`src/rtl/med_pkg.sv`:
```
// Shared constants and FSM encoding for the 5-tap median window controller.
// Widths come from idx_w() so a one-line frame still gets a 1-bit row index.
package med_pkg;

    localparam int DEF_DATA_W = 8;
    localparam int DEF_IMG_W  = 640;
    localparam int DEF_IMG_H  = 480;

    function automatic int idx_w(input int n);
        return (n < 2) ? 1 : $clog2(n);
    endfunction

    localparam int COL_W     = idx_w(DEF_IMG_W);
    localparam int ROW_W     = idx_w(DEF_IMG_H);
    localparam int WIN_SIZE  = 5;
    localparam int PAD_DEPTH = 2;

    typedef enum logic [1:0] {
        IDLE = 2'd0,
        PADL = 2'd1,
        RUN  = 2'd2,
        PADR = 2'd3
    } state_t;

endpackage

```
`src/rtl/win_pos_cnt.sv`:
```
// Input column / frame row counters with wrap.
// Also decodes end-of-line and end-of-frame from the per-line shift count.
module win_pos_cnt
    import med_pkg::*;
#(
    parameter int IMG_W = DEF_IMG_W,
    parameter int IMG_H = DEF_IMG_H,
    parameter int CNT_W = 4
) (
    input  logic                      clk,
    input  logic                      rst,
    input  logic                      col_inc,
    input  logic                      row_inc,
    input  logic [CNT_W-1:0]          shift_cnt,
    output logic [idx_w(IMG_H)-1:0]   row,
    output logic                      col_last,
    output logic                      eol_hit,
    output logic                      eof_hit
);

    localparam int COL_BITS = idx_w(IMG_W);
    localparam int ROW_BITS = idx_w(IMG_H);

    logic [COL_BITS-1:0] col;
    logic                row_last;

    assign col_last = (col == COL_BITS'(IMG_W - 1));
    assign row_last = (row == ROW_BITS'(IMG_H - 1));

    // The last shift of a line carries the window centred on column IMG_W-1.
    assign eol_hit = (shift_cnt == CNT_W'(IMG_W + WIN_SIZE - 2));
    assign eof_hit = eol_hit && row_last;

    always_ff @(posedge clk or negedge rst) begin
        if (!rst) begin
            col <= '0;
            row <= '0;
        end else begin
            if (col_inc) begin
                col <= col_last ? '0 : col + 1'b1;
            end
            if (row_inc) begin
                row <= row_last ? '0 : row + 1'b1;
            end
        end
    end

endmodule

```
`src/rtl/med_win_ctrl.sv`:
```
// Feeds an external 5-tap shift register with edge-replicated raster pixels
// and flags when its taps hold a complete median window.
module med_win_ctrl
    import med_pkg::*;
#(
    parameter int DATA_W = DEF_DATA_W,
    parameter int IMG_W  = DEF_IMG_W,
    parameter int IMG_H  = DEF_IMG_H
) (
    input  logic                      clk,
    input  logic                      rst,
    input  logic                      s_valid,
    input  logic [DATA_W-1:0]         s_data,
    output logic                      s_ready,
    output logic                      shr_en,
    output logic [DATA_W-1:0]         shr_din,
    output logic                      win_valid,
    input  logic                      m_ready,
    output logic [idx_w(IMG_W)-1:0]   win_col,
    output logic [idx_w(IMG_H)-1:0]   win_row,
    output logic                      eol,
    output logic                      eof,
    output logic                      busy
);

    localparam int COL_BITS = idx_w(IMG_W);
    localparam int ROW_BITS = idx_w(IMG_H);
    localparam int CNT_W    = $clog2(IMG_W + WIN_SIZE - 1);
    localparam int PAD_W    = 2;

    state_t              state;
    logic [DATA_W-1:0]   hold;
    logic [PAD_W-1:0]    pad_cnt;
    logic [CNT_W-1:0]    shift_cnt;
    logic [ROW_BITS-1:0] row;
    logic                adv, padding, accept, win_hit, pad_last;
    logic                col_last, eol_hit, eof_hit;

    assign adv     = !win_valid || m_ready;
    assign padding = (state == PADL) || (state == PADR);

    // rst gates the handshake so nothing is offered or shifted while held in reset.
    assign s_ready  = rst && adv && !padding;
    assign shr_en   = rst && adv && (padding || s_valid);
    assign shr_din  = padding ? hold : s_data;
    assign accept   = s_valid && s_ready;
    assign win_hit  = shr_en && (shift_cnt >= CNT_W'(WIN_SIZE - 1));
    assign pad_last = (pad_cnt == PAD_W'(1));
    assign busy     = (state != IDLE) || win_valid;

    win_pos_cnt #(
        .IMG_W (IMG_W),
        .IMG_H (IMG_H),
        .CNT_W (CNT_W)
    ) u_pos (
        .clk       (clk),
        .rst       (rst),
        .col_inc   (accept),
        .row_inc   ((state == PADR) && shr_en && pad_last),
        .shift_cnt (shift_cnt),
        .row       (row),
        .col_last  (col_last),
        .eol_hit   (eol_hit),
        .eof_hit   (eof_hit)
    );

    always_ff @(posedge clk or negedge rst) begin
        if (!rst) begin
            state     <= IDLE;
            hold      <= '0;
            pad_cnt   <= '0;
            shift_cnt <= '0;
            win_valid <= 1'b0;
            win_col   <= '0;
            win_row   <= '0;
            eol       <= 1'b0;
            eof       <= 1'b0;
        end else begin
            // Window outputs only move when the current one is consumed or absent.
            if (adv) begin
                win_valid <= win_hit;
                if (win_hit) begin
                    win_col <= COL_BITS'(shift_cnt - CNT_W'(WIN_SIZE - 1));
                    win_row <= row;
                    eol     <= eol_hit;
                    eof     <= eof_hit;
                end
            end

            if (shr_en) begin
                shift_cnt <= shift_cnt + 1'b1;
            end

            case (state)
                IDLE: begin
                    if (accept) begin
                        hold    <= s_data;
                        pad_cnt <= PAD_W'(PAD_DEPTH);
                        state   <= PADL;
                    end
                end
                PADL: begin
                    if (shr_en) begin
                        pad_cnt <= pad_cnt - 1'b1;
                        if (pad_last) begin
                            state <= RUN;
                        end
                    end
                end
                RUN: begin
                    if (accept) begin
                        hold <= s_data;
                        if (col_last) begin
                            pad_cnt <= PAD_W'(PAD_DEPTH);
                            state   <= PADR;
                        end
                    end
                end
                PADR: begin
                    if (shr_en) begin
                        pad_cnt <= pad_cnt - 1'b1;
                        if (pad_last) begin
                            state     <= IDLE;
                            shift_cnt <= '0;
                        end
                    end
                end
                default: state <= IDLE;
            endcase
        end
    end

endmodule

```
`config.mk`:
```
export PLATFORM = sky130hd
export DESIGN_NAME = med_win_ctrl
export DESIGN_NICKNAME = d
export VERILOG_FILES = /design/src/rtl/med_pkg.sv /design/src/rtl/win_pos_cnt.sv /design/src/rtl/med_win_ctrl.sv
export SDC_FILE = /design/constraint.sdc
export NUM_CORES = 1
export LEC_CHECK = 0
export CORE_UTILIZATION = 52
export CTS_CLUSTER_SIZE = 40
export DETAILED_ROUTE_END_ITERATION = 8
export PLACE_DENSITY = 0.76
export SLEW_MARGIN = 0
export SYNTH_ARGS = -nofsm -noshare
export SYNTH_HDL_FRONTEND = slang
export SYNTH_HIERARCHICAL = 1
export SYNTH_SLANG_ARGS = --single-unit
```
`constraint.sdc`:
```
create_clock -name clk -period 2.6 [get_ports clk]
set_input_delay 0.52 -clock clk [delete_from_list [all_inputs] [get_ports clk]]
set_output_delay 0.52 -clock clk [all_outputs]
set_load 0.02 [all_outputs]
```
# [Word-level counts from Yosys, hierarchy flattened]
# Index checks and enable logic that the tools add are counted.
[totals] word_cells=74 register_bits=63
[classes] muxes=20 eq_ne=15 reduce_logical=22 order_cmp=1 n_addsub=5
[ops] op="$mux 10" n=5
[ops] op="$mux 2" n=11
[ops] op="$add 10x1->10 const B" n=2
[ops] op="$eq 10x10->1 const B" n=2
[ops] op="$ne 2x2->1 const B" n=6
[ops] op="$ge 10x3->1 const B" n=1
[ops] op="$sub 10x3->10 const B" n=1
[ops] op="$add 9x1->9 const B" n=1
[ops] op="$eq 9x9->1 const B" n=1
[ops] op="$mux 9" n=1
[ops] op="$logic_and 1x1->1" n=8
[ops] op="$mux 8" n=1
[ops] op="$pmux 2 s4" n=1
[ops] op="$reduce_and 7->1" n=1
[ops] op="$pmux 2 s3" n=1
[ops] op="$eq 2x1->1 const B" n=2
[ops] op="$eq 2x2->1 const B" n=2
[ops] op="$logic_or 1x1->1" n=4
[ops] op="$ne 2x1->1 const B" n=2
[ops] op="$reduce_and 2->1" n=2
[ops] op="$reduce_and 4->1" n=1
[ops] op="$reduce_or 2->1" n=2
[ops] op="$logic_not 1->1" n=2
[ops] op="$logic_not 2->1" n=1
[ops] op="2 further kinds" n=2

# [Longest topological paths before layout]
[logic_depth] word_depth=8 ltp_mapped=10 depth_no_buf=8

# [Cells and area by module]
# Netlist, hierarchy kept.
[by_module_without_submodules] module="med_win_ctrl" cells_per_inst=194 seq_area_each_um2=1101.1 area_each_um2=2401.1 n_inst=1
[by_module_without_submodules] module="win_pos_cnt" cells_per_inst=99 seq_area_each_um2=475.5 area_each_um2=1003.5 n_inst=1

# [Worst setup path before layout]
# No wires, ideal clock.
[synth_path] path_type="reg-to-output" from="register state[0]" to="output port shr_din[0]" required_ns=2.080 arrival_ns=1.619 path_slack_ns=0.461 stages_incl_launch_ff=5 path_buffers=1 path_cell_list="dfrtp_1 > ha_1 > nor2_1 > clkbuf_1 > mux2_2"
[synth_between] elab_chain_cells=3 elab_cells_between_ends=4
[synth_lines] element="start: declaration" line="med_win_ctrl.sv:31" text="state_t state;"
[synth_lines] element="start signal: assignment" line="med_win_ctrl.sv:69" text="state <= IDLE;"
[synth_lines] element="start signal: assignment" line="med_win_ctrl.sv:99" text="state <= PADL;"
[synth_lines] element="start signal: assignment" line="med_win_ctrl.sv:106" text="state <= RUN;"
[synth_lines] element="$eq 2x1->1 / $eq 2x2->1 (equally long branches)" line="med_win_ctrl.sv:40" text="assign padding = (state == PADL) || (state == PADR);"
[synth_lines] element="$logic_or 1x1->1 (*)" line="med_win_ctrl.sv:40"
[synth_lines] element="$mux 8 (*)" line="med_win_ctrl.sv:45" text="assign shr_din = padding ? hold : s_data;"
[synth_lines] element="end: declaration" line="med_win_ctrl.sv:16" text="output logic [DATA_W-1:0] shr_din,"
# Every way passes the cells marked *; elsewhere a longest branch is shown, timed or not.

# [Worst setup path in the final report]
[layout_path] from="register state[1]" to="output port shr_din[3]"
# The elaborated chain is that of the path after synthesis.

==> impl_results.rst <==
.. list-table::
   :header-rows: 1

   * - Metric
     - Value
   * - Main combinational cell family by area after synthesis
     - simple AND/OR/NAND/NOR gates
   * - Switching share of power
     - 31.9%
   * - All-layer global routing usage
     - 20.3%
   * - Portion of the post-synthesis area used by sequential elements
     - 46.3%
   * - Die H
     - 82.9 um
   * - Antenna diode instance count
     - 0
   * - Detailed Route WL
     - 6250 um
   * - RSZ-0062 raised after global routing
     - no
   * - Category of the most critical setup path
     - reg2out
   * - Fraction of final layout cells with drive strength greater than 1
     - 22.5%
   * - Pins Over Slew Limit
     - 0
   * - Gp weighted congestion
     - 0.884
   * - Total congestion overflow
     - 0
   * - Net switching power figure
     - 0.00100 W
   * - Hold Slack
     - 0.0476 ns
   * - Initial Util
     - 53.6%
   * - Internal Power
     - 0.00215 W
   * - Post-layout min period
     - 2.52 ns
   * - Static leakage
     - 1.91 nW
   * - Crit path launch type
     - register
   * - Final nets
     - 377
   * - Number of detailed-routing iterations run before antenna repair
     - 4
   * - Tightest Hold Check Type
     - in2async
   * - Top library cells by usage in the layout, fill and taps aside
     - dfrtp_1, clkdlybuf4s50_1, nand2_1
   * - Run status
     - finished clean
   * - Prevailing post-synth register cell
     - dfrtp_1
   * - Relative slew slack
     - 71.8%
   * - Cell area power density
     - 756 nW/um^2
   * - Share of synthesized area spent on multiplexers
     - 14.8%
   * - Total number of vias
     - 2414
   * - Post-Synth Adder-Cell Area
     - 4.78%
   * - Clock tree root driver cell
     - clkbuf_8
   * - Fraction of the mapped netlist area in compound gates
     - 9.00%
   * - Fraction of the mapped netlist area in simple logic gates
     - 17.8%
   * - Pin count of the biggest net entering global routing
     - 35
   * - Clock Sinks
     - 63
   * - Type of destination of the critical path
     - primary output
   * - CTS max path bufs
     - 2
   * - Die width
     - 82.9 um
   * - Most common cell after layout, fill and taps aside
     - dfrtp_1
   * - Design Power
     - 0.00315 W
   * - Cell area after technology mapping
     - 3400 um^2
   * - Logic gate share of total power
     - 30.8%
   * - CTS H-tree lvls
     - 3
   * - Die Outline Area
     - 6870 um^2
   * - Post-Synthesis Net Count
     - 318
   * - FF+latch area
     - 1580 um^2
   * - Final clock period utilization by the worst path
     - 96.9%
   * - Post-route clock skew
     - 0.00705 ns
   * - Yosys Warn Count
     - 6
   * - Count of input and output buffers
     - 44
   * - Placeable core region
     - 6350 um^2
   * - Startpoint of the most critical setup path
     - state[1]
   * - Number of rows in the core area
     - 29
   * - Synthesis-to-layout area growth
     - 22.5%
   * - Later-pin clock latency in the skew report
     - 0.34 ns
   * - Synthesized netlist cell count
     - 293
   * - Wire length of the first global-routing pass
     - 11100 um
   * - Max-cap violations
     - 0
   * - Peak VDD IR
     - 534 uV
   * - Number of DRC violations after detailed-routing iteration 0
     - 87
   * - Worst reg2reg path startpoint
     - state[1]
   * - Number of filler cells placed in the layout
     - 506
   * - I/O pin total
     - 45
   * - Total Negative Setup Slacks
     - 0 ns
   * - Clock tree from TritonCTS
     - done
   * - Register bit count reported by yosys
     - 63
   * - Final antenna-violating net count
     - 0
   * - XOR/XNOR share of the synthesized area
     - 3.86%
   * - Area occupied by multi-input gates
     - 1720 um^2
   * - Required time of the critical path
     - 2.08 ns
   * - Drt wl/cell
     - 14.5 um
   * - Clock transition at the registers of the reported paths
     - 0.07 ns
   * - Worst endpoint data arrival time
     - 2.00 ns
   * - DR vias/cell
     - 5.59
   * - Yosys cell types
     - 58
   * - Max Fanout on Critical Path
     - 14
   * - Worst slew pin tran
     - 0.423 ns
   * - Vias in the first global route
     - 2406
   * - Final hold violations
     - 0
   * - Initial antenna violation count
     - 0
   * - Number of design rule violations left after detail routing
     - 0
   * - Total setup violations reported at the end of the flow
     - 0
   * - Post-Synthesis Mean Instance Area
     - 11.6 um^2
   * - Sequential group share of total power
     - 43.7%
   * - Detailed Place HPWL
     - 4560 um
   * - Number of enable flip-flop cells after synthesis
     - 0
   * - Highest attainable clock frequency
     - 0.397 GHz
   * - Num CTS Buffers
     - 9
   * - Part of the total power dissipated in the clock network
     - 25.5%
   * - Fraction of synthesis flops using an asynchronous set or reset pin
     - 100%
## area by class of cell
cell class | count | area share, %
Sequential cell | 63 | 37.8
Tap cell | 77 | 2.31
Inverter | 14 | 1.26
Clock inverter | 1 | 0.720
Timing Repair Buffer | 57 | 13.1
Clock buffer | 13 | 3.57
Multi-Input combinational cell | 207 | 41.2
## power groups by stage
| stage | Sequential (W) | Combinational [W] | Clock (W) |
|---|---|---|---|
| 2_1_floorplan | 0.00143 | 0.000585 | 0 |
| 3_3_place_gp | 0.00139 | 0.000958 | 0 |
| 3_5_place_dp | 0.00140 | 0.000985 | 0 |
| 4_1_cts | 0.00138 | 0.000984 | 0.000826 |
| 5_1_grt | 0.00141 | 0.00105 | 0.000871 |
| 6_report | 0.00138 | 0.000970 | 0.000805 |
## cells in the mapped netlist (5+ instances only)
library cell / n / area, um^2
a21o_1: 5 / 37.5
a21oi_1: 8 / 40.0
and3_1: 7 / 43.8
dfrtp_1: 63 / 1580
ha_1: 13 / 163
inv_1: 14 / 52.6
mux2_2: 18 / 203
mux2_4: 18 / 270
nand2_1: 26 / 97.6
nand2b_1: 5 / 31.3
nand4_1: 6 / 37.5
nor2_1: 11 / 41.3
nor3_1: 6 / 30.0
o21ai_0: 9 / 45.0
or3_1: 6 / 37.5
xnor2_1: 11 / 96.3
## final timing paths
check / end / depth (start not counted) / slack (ns)
worst max-delay path: shr_din[3] / 6 / 0.08
worst min-delay path: u_pos/col[0] / 1 / 0.05
worst max register to register: u_pos/col[5] / 10 / 0.45
worst min register to register: win_row[0] / 1 / 0.51
max in group asynchronous: win_row[1] / 2 / 1.83
min in group clk: win_row[0] / 1 / 0.51
## sequential cells by signal, summed over array words and instances (netlist names), named ones only
| signal | flops |
|---|---|
| state | 2 |
| pad_cnt | 2 |
| win_valid | 1 |
| win_col | 10 |
| hold | 8 |
| shift_cnt | 9 |
| eof | 1 |
| eol | 1 |
| win_row | 9 |
| u_pos/row | 9 |
| u_pos/col | 10 |
## cells by family (layout without fill, tap and decap cells)
group | count (synthesis) | count (layout)
and+or+nand+nor | 98 | 98
DFF | 63 | 63
AOI/OAI and AO/OA | 42 | 42
muxes | 39 | 39
buffers and inverters | 23 | 85
xor gates and xnor gates | 15 | 15
adders and majority gates | 13 | 13
## stage by stage
stage	cell area, um^2	instances	setup slack [ns]	util, %
CTS	4160	431	0.0319	65.5
finish	4170	432	0.0793	65.7
global placement	3990	417	0.0717	62.8
floorplan	3400	293	0.461	-
detailed placement	3990	417	0.0470	62.8
global route	4170	432	0.00277	65.7
## worst max-delay path, stage by stage, from the launching register on
cell	delay (ns)
dfrtp_1	0.38
buf_4	0.14
ha_2	0.19
nor2_2	0.14
buf_12	0.16
mux2_2	0.33
dlygate4sd2_1	0.32
## repair_timing
action	4_1_cts	5_1_grt
hold buffers	0	0
pin swaps	0	1
gates resized for setup	11	4
buffers inserted	0	1
endpoints found under the setup margin	10	8
## metal layers
metal	routed length (um)	share of wire (%)	global-route usage, %	vias up
li1	-	-	-	1167
met4	139	2.2	10.0	0
met1	2920	47	27.0	1183
met2	2950	47	31.2	50
met5	0	0	0	-
met3	238	3.8	4.57	14
No activity file was read; power rests on OpenSTA's default activity.
